### config.mk
export PLATFORM = sky130hd
export DESIGN_NAME = fifo_packed
export DESIGN_NICKNAME = d
export VERILOG_FILES = /design/src/rtl/fifo_pkg.sv /design/src/rtl/fifo_mem.sv /design/src/rtl/fifo_packed.sv
export SDC_FILE = /design/constraint.sdc
export NUM_CORES = 2
export LEC_CHECK = 0
export CAP_MARGIN = 20
export CORE_ASPECT_RATIO = 1.2
export CORE_MARGIN = 1.5
export CORE_UTILIZATION = 56
export CTS_CLUSTER_SIZE = 40
export DETAILED_ROUTE_END_ITERATION = 8
export GPL_ROUTABILITY_DRIVEN = 0
export PLACE_DENSITY = 0.75
export SLEW_MARGIN = 20
export SYNTH_ARGS = -nofsm -noshare
export SYNTH_HDL_FRONTEND = slang
export SYNTH_SLANG_ARGS = --single-unit
### constraint.sdc
create_clock -name clk -period 3.13 [get_ports clk]
set_input_delay 0.4695 -clock clk [delete_from_list [all_inputs] [get_ports clk]]
set_output_delay 0.4695 -clock clk [all_outputs]
set_load 0.1 [all_outputs]
### src/rtl/fifo_pkg.sv
// rtl/fifo_pkg.sv - shared width helpers for the packed FIFO
package fifo_pkg;

    // Ceiling log2 with a floor of 1 so a depth of 2 still gets a 1-bit pointer.
    function automatic int log2(input int n);
        int bits;
        bits = 1;
        while ((1 << bits) < n) begin
            bits = bits + 1;
        end
        return bits;
    endfunction

endpackage

### src/rtl/fifo_mem.sv
// rtl/fifo_mem.sv - depth x elementWidth storage, synchronous write, combinational read
module fifo_mem #(
    parameter int elementWidth = 32,
    parameter int depth        = 64,
    parameter int addrWidth    = 6
) (
    input  logic                    clk,
    input  logic                    i_wr_en,
    input  logic [addrWidth-1:0]    i_wr_addr,
    input  logic [elementWidth-1:0] i_wr_data,
    input  logic [addrWidth-1:0]    i_rd_addr,
    output logic [elementWidth-1:0] o_rd_data
);

    // Storage is intentionally not reset; contents are only meaningful behind count.
    logic [elementWidth-1:0] r_mem [depth];

    // Write port: one entry per accepted push.
    always_ff @(posedge clk) begin
        if (i_wr_en) begin
            r_mem[i_wr_addr] <= i_wr_data;
        end
    end

    assign o_rd_data = r_mem[i_rd_addr];

endmodule

### src/rtl/fifo_packed.sv
// rtl/fifo_packed.sv - first-word-fall-through FIFO; FIFO_LEVEL_EN adds count/almost_full/high_water
module fifo_packed
    import fifo_pkg::*;
#(
    parameter int elementWidth    = 32,
    parameter int depth           = 64,
    parameter int almostFullLevel = depth - 2,
    parameter int addrWidth       = log2(depth),
    parameter int cntWidth        = log2(depth + 1)
) (
    input  logic                    clk,
    input  logic                    rst,
    input  logic [elementWidth-1:0] in_data,
    input  logic                    in_valid,
    output logic                    in_ready,
    output logic [elementWidth-1:0] out_data,
    output logic                    out_valid,
    input  logic                    out_ready
`ifdef FIFO_LEVEL_EN
    ,
    output logic [cntWidth-1:0]     count,
    output logic                    almost_full,
    output logic [cntWidth-1:0]     high_water
`endif
);

    localparam logic [cntWidth-1:0]  DEPTH_CNT = cntWidth'(depth);
    localparam logic [addrWidth-1:0] LAST_ADDR = addrWidth'(depth - 1);

    if (depth < 2 || almostFullLevel < 0 || almostFullLevel > depth) begin : g_param_check
        $error("fifo_packed: depth must be >= 2 and almostFullLevel within 0..depth");
    end

    logic [addrWidth-1:0] r_wr_ptr;
    logic [addrWidth-1:0] r_rd_ptr;
    logic [cntWidth-1:0]  r_count;
    logic [cntWidth-1:0]  w_count_next;
    logic                 w_push;
    logic                 w_pop;

    // Handshake flags come only from registered count and rst, never from the peer's strobes.
    assign in_ready  = (r_count != DEPTH_CNT) && !rst;
    assign out_valid = (r_count != '0);
    assign w_push    = in_valid && in_ready;
    assign w_pop     = out_valid && out_ready;

    // Occupancy next-state: simultaneous push and pop leaves it unchanged.
    always_comb begin
        w_count_next = r_count;
        if (w_push && !w_pop) begin
            w_count_next = r_count + 1'b1;
        end else if (w_pop && !w_push) begin
            w_count_next = r_count - 1'b1;
        end
    end

    // Pointer and occupancy registers; pointers wrap explicitly so any depth works.
    always_ff @(posedge clk) begin
        if (rst) begin
            r_wr_ptr <= '0;
            r_rd_ptr <= '0;
            r_count  <= '0;
        end else begin
            if (w_push) begin
                r_wr_ptr <= (r_wr_ptr == LAST_ADDR) ? '0 : r_wr_ptr + 1'b1;
            end
            if (w_pop) begin
                r_rd_ptr <= (r_rd_ptr == LAST_ADDR) ? '0 : r_rd_ptr + 1'b1;
            end
            r_count <= w_count_next;
        end
    end

    fifo_mem #(
        .elementWidth (elementWidth),
        .depth        (depth),
        .addrWidth    (addrWidth)
    ) u_mem (
        .clk       (clk),
        .i_wr_en   (w_push),
        .i_wr_addr (r_wr_ptr),
        .i_wr_data (in_data),
        .i_rd_addr (r_rd_ptr),
        .o_rd_data (out_data)
    );

`ifdef FIFO_LEVEL_EN
    logic [cntWidth-1:0] r_high_water;

    // Peak occupancy since reset, tracking the value count is about to take.
    always_ff @(posedge clk) begin
        if (rst) begin
            r_high_water <= '0;
        end else if (w_count_next > r_high_water) begin
            r_high_water <= w_count_next;
        end
    end

    assign count       = r_count;
    assign almost_full = (r_count >= cntWidth'(almostFullLevel));
    assign high_water  = r_high_water;
`endif

endmodule

After elaboration in Yosys (flattened, before gate mapping)
Memory sizes are Yosys's and may differ from the RTL's. A register that Yosys moved wholly into a read port is not among the register bits.
Cells that the tools add are included.
{"block": "word_totals", "regBits": 19, "latchBits": 0, "mem_bits_rw": 2048, "rom_bits": 0, "input_bits": 36, "output_inout_bits": 34, "wordCells": 29, "memories": 1}
{"name": "u_mem.r_mem", "depth": 64, "word_bits": 32, "read_ports": 1, "rd_ports_with_merged_regs": 1, "write_ports": 1, "line": "fifo_mem.sv:16", "source": "logic [elementWidth-1:0] r_mem [depth];"}
{"block": "op_classes", "n_addsub": 4, "mul": 0, "n_div": 0, "order_cmp": 0, "n_eq_ne": 3, "shift": 0, "n_mux": 8, "bitwise": 0, "n_reduce_logical": 10}
{"op": "$mux W6", "n": 4}
{"op": "$mux W7", "n": 2}
{"op": "$add A6 B1 Y6 const B", "n": 2}
{"op": "$eq A6 B6 Y1 const B", "n": 2}
{"op": "$add A7 B1 Y7 const B", "n": 1}
{"op": "$ne A7 B7 Y1 const B", "n": 1}
{"op": "$reduce_bool A7 Y1", "n": 1}
{"op": "$sub A7 B1 Y7 const B", "n": 1}
{"op": "$logic_and A1 B1 Y1", "n": 5}
{"op": "$logic_not A1 Y1", "n": 3}
{"op": "$mux W1", "n": 2}
{"op": "$reduce_bool A2 Y1", "n": 1}

Logic depth before layout (Yosys ltp)
{"block": "logic_depth", "depth_word": 7, "mapped_depth": 12, "ltp_nobuf": 11}

Cells and area by module
A second synthesis with hierarchy kept.
{"block": "unflattened", "hier_cells": 3425, "area_unflattened_um2": 79075.8}
{"mod": "fifo_mem", "n_inst": 1, "cells_each": 3292, "area_per_inst_um2": 77874.7, "seq_area_each_um2": 61499.0}
{"mod": "fifo_packed", "n_inst": 1, "cells_each": 133, "area_per_inst_um2": 1201.2, "seq_area_each_um2": 380.4}

Least setup slack after synthesis
Ideal clock, no wire load.
{"block": "synth_timing", "kind": "flip-flop to output port", "from": "reg with a tool-made name", "to": "out out_data[14]", "arrival_time_ns": 3.832, "t_required_ns": 2.660, "slack_ns": -1.171, "stages_incl_launch_ff": 8, "n_path_buf": 4, "cell_sequence": "dfxtp_1 buf_4 buf_4 nor2b_1 clkbuf_1 clkbuf_1 a21oi_1 a221oi_1"}
{"element": "to (decl)", "line": "fifo_packed.sv:16", "source": "output logic [elementWidth-1:0] out_data,"}

==> results by group <==
Drt
  • Vias: 41.8k
  • First-iteration detailed-routing DRC count: 6599
  • Remaining DRCs: 0
  • DR WL/cell: 36.3 µm
  • DRT Pass-1 Iters: 5
  • Final WL: 217000 µm
  • Vias/cell: 6.97
  • Antenna-violating nets left: 0

STA
  • Peak Freq: 257 MHz
  • Crit share post-route: 1.24
  • Final setup viols: 32
  • Worst Max-Slew Pin Slew: 1.14 ns
  • Max-slew violations: 0
  • RSZ-0062 raised after global routing: yes
  • Hold WS: 0.0671 ns
  • Layout Skew: 0.0311 ns
  • Final Hold Viols: 0
  • Worst Setup Slack, final: -0.766 ns
  • TNS Setup: -21.39 ns
  • Final min period: 3.90 ns
  • Worst slew margin: 0.238

Yosys
  • Netlist cell types: 53
  • Gate Count Post-Synth: 3490
  • Avg Cell Area, Syn: 22.7 µm²
  • Post-synthesis compound-gate area fraction: 0.0302
  • Cell area after synthesis: 79100 µm²
  • Synth top area cells: edfxtp_1 78%, mux4_2 14%, mux2i_1 1.1%, dfxtp_1 0.63%, a221oi_1 0.60%
  • Post-synth EDFFs: 2048
  • Total of warnings raised by yosys: 0
  • Cell taking the most area after synthesis: edfxtp_1
  • Synthesized Nets: 3535
  • Synth cell count leaders: 2048 x edfxtp_1, 500 x mux4_2, 122 x nor2_1, 91 x clkbuf_1, 84 x mux2i_1
  • Main combinational cell family by area after synthesis: multiplexers
  • Post-synthesis mux area share: 0.154
  • Post-Synth Simple-Gate Area: 0.0157
  • Yosys top cell area share: 0.777
  • Post-synthesis adder-cell area fraction: 0.00152
  • Seq/Total Area, Yosys: 0.783
  • Ys flop type: edfxtp_1
  • Synth Area in XOR/XNOR: 0.00133
  • Share of synthesized flip-flops with an asynchronous set or reset: 0
  • Most common cell in the netlist: edfxtp_1
  • Register bit total from synthesis: 2073

Placed design
  • DP Area: 86100 µm²
  • Port Buffer Count: 69
  • Setup slack after placement: -0.0480 ns
  • Hpwl dp: 116000 µm
  • Placed Cells: 5540

CTS
  • TritonCTS Buffers: 183
  • Bufs on Longest Clock Path: 3
  • CTS Hold Buffers Added: 0
  • Clock-pin slew on the worst setup and hold paths: 0.06 ns
  • Worst skew pair latency: 0.84 ns
  • H-tree levels: 4
  • Root buf cell: clkbuf_16
  • TritonCTS clock tree: done
  • # clock sinks: 2073

Floorplanning
  • # rows: 150
  • IO Pins: 70
  • Die Area: 144000 µm²
  • Die height: 415 µm
  • Die Span X: 346 µm
  • Initial core utilization: 0.566
  • Core ar.: 140000 µm²

Power
  • LEAKAGE: 29.6 nW
  • Worst VDD drop: 0.678 mV
  • PD cells: 757 nW/µm²
  • Power after layout: 72.2 mW

GRT
  • All-Layer GR Usage: 0.290
  • Overflow after GRT: 0
  • Pin count of the biggest net entering global routing: 65
  • Initial antenna violation count: 6
  • First-pass GRT wire length: 295000 µm
  • Vias in the first global route: 41.7k

Worst setup path
  • Worst path arrival time: 3.43 ns
  • R2R setup slack: 0.20 ns
  • Worst R2R Start: r_count[0]
  • Crit path required time: 2.66 ns
  • Kind of critical path: reg -> out
  • Most common cell on crit path: buf_12
  • Crit-path cells: buf_8, buf_12, buf_12, mux4_2, and2_4, a211oi_2, a211oi_2, or4_4, buf_12
  • Crit path to: out_data[22]
  • Critical-path maximum fanout: 5
  • Worst reg2reg path endpoint: r_count[6]
  • Worst reg2reg path depth: 11
  • Kind of start point of the critical path: flip-flop
  • Crit path capture type: primary output
  • CP max-delay cell: or4_4
  • Slowest stage delay, CP: 0.63 ns

Cells and area
  • Final instance area: 95400 µm²
  • Share of cells above drive strength 1: 0.383
  • Layout area overhead: 20.5%
  • Fin nets: 4067
  • Final Util: 0.682
  • Layout Cells excl Fill: 5995

Outcome
  • Failing checks: setup timing
  • Status: finished, violations left

Worst hold path
  • HP Class: in -> reg

Job
  • MaxCap Viol Count: 0
==> final cells by class <==
cell class / count / area [µm²]
fillers: 7751 / 44500
repair buffers: 545 / 6960
inverters: 7 / 26.3
clock inverters: 91 / 898
diodes: 2 / 5.00
flip-flops and latches: 2073 / 62000
well taps: 1824 / 2280
clock buffers: 241 / 5040
multi-input cells: 1212 / 18100
==> logic make-up after synthesis <==
| logic type | after synthesis |
|---|---|
| AO/OA/AOI/OAI | 336 |
| adder cells (fa/ha/maj) | 9 |
| flip-flops | 2073 |
| XOR/XNOR | 12 |
| buffers and inverters | 205 |
| multiplexers | 591 |
| AND/OR/NAND/NOR | 264 |
==> worst max-delay path, delay by kind of cell, from the launching register on <==
kind | cells | cell delay [ns]
mux | 1 | 0.52
buf+inv | 4 | 0.64
simple gates | 2 | 0.80
compound gates | 2 | 0.26
flops | 1 | 0.37
==> registers in the layout (all words and copies together) (netlist names), named ones only <==
| register | flops |
|---|---|
| r_count | 7 |
| r_rd_ptr | 6 |
| r_wr_ptr | 6 |
| u_mem.r_mem | 2048 |
==> per-layer routing <==
layer,track usage,share of wire
met5,0,0.000097
met4,0.117,0.042
met3,0.0559,0.11
met2,0.490,0.51
met1,0.375,0.34
==> how the worst min path moves through the flow <==
stage / to / from / depth (start not counted)
floorplan: flip-flop / r_rd_ptr[5] / 2
global placement: r_rd_ptr[5] / r_rd_ptr[5] / 2
detailed placement: r_rd_ptr[5] / r_rd_ptr[5] / 2
CTS: u_mem.r_mem[31][0] / in_data[0] / 1
global route: u_mem.r_mem[10][9] / in_data[9] / 1
finish: u_mem.r_mem[9][9] / in_data[9] / 1
==> power by group <==
part	internal, mW	total [mW]	switching, mW
Combinational	9.48	18.7	9.23
Clock	12.7	22.7	9.98
Sequential	30.6	30.7	0.107
Total	52.8	72.2	19.3
==> cells in the final DEF (no fill, tap or decap), drive strengths merged, types with 26 or more instances in the layout <==
master / count
nand2: 36
nor2: 122
nor3: 26
a21oi: 82
a22o: 44
o221ai: 35
clkinv: 66
edfxtp: 2048
o22ai: 41
a221oi: 54
mux2i: 84
clkbuf: 251
o21ai: 30
mux4: 500
buf: 530
==> timing repair <==
item | 4_1_cts | 5_1_grt
endpoints found under the setup margin | 32 | 33
resized for setup | 236 | 121
gates cloned | 13 | 10
buffers inserted | 72 | 33
pin swaps | 51 | 44
Power figures use the tool's default switching activity.
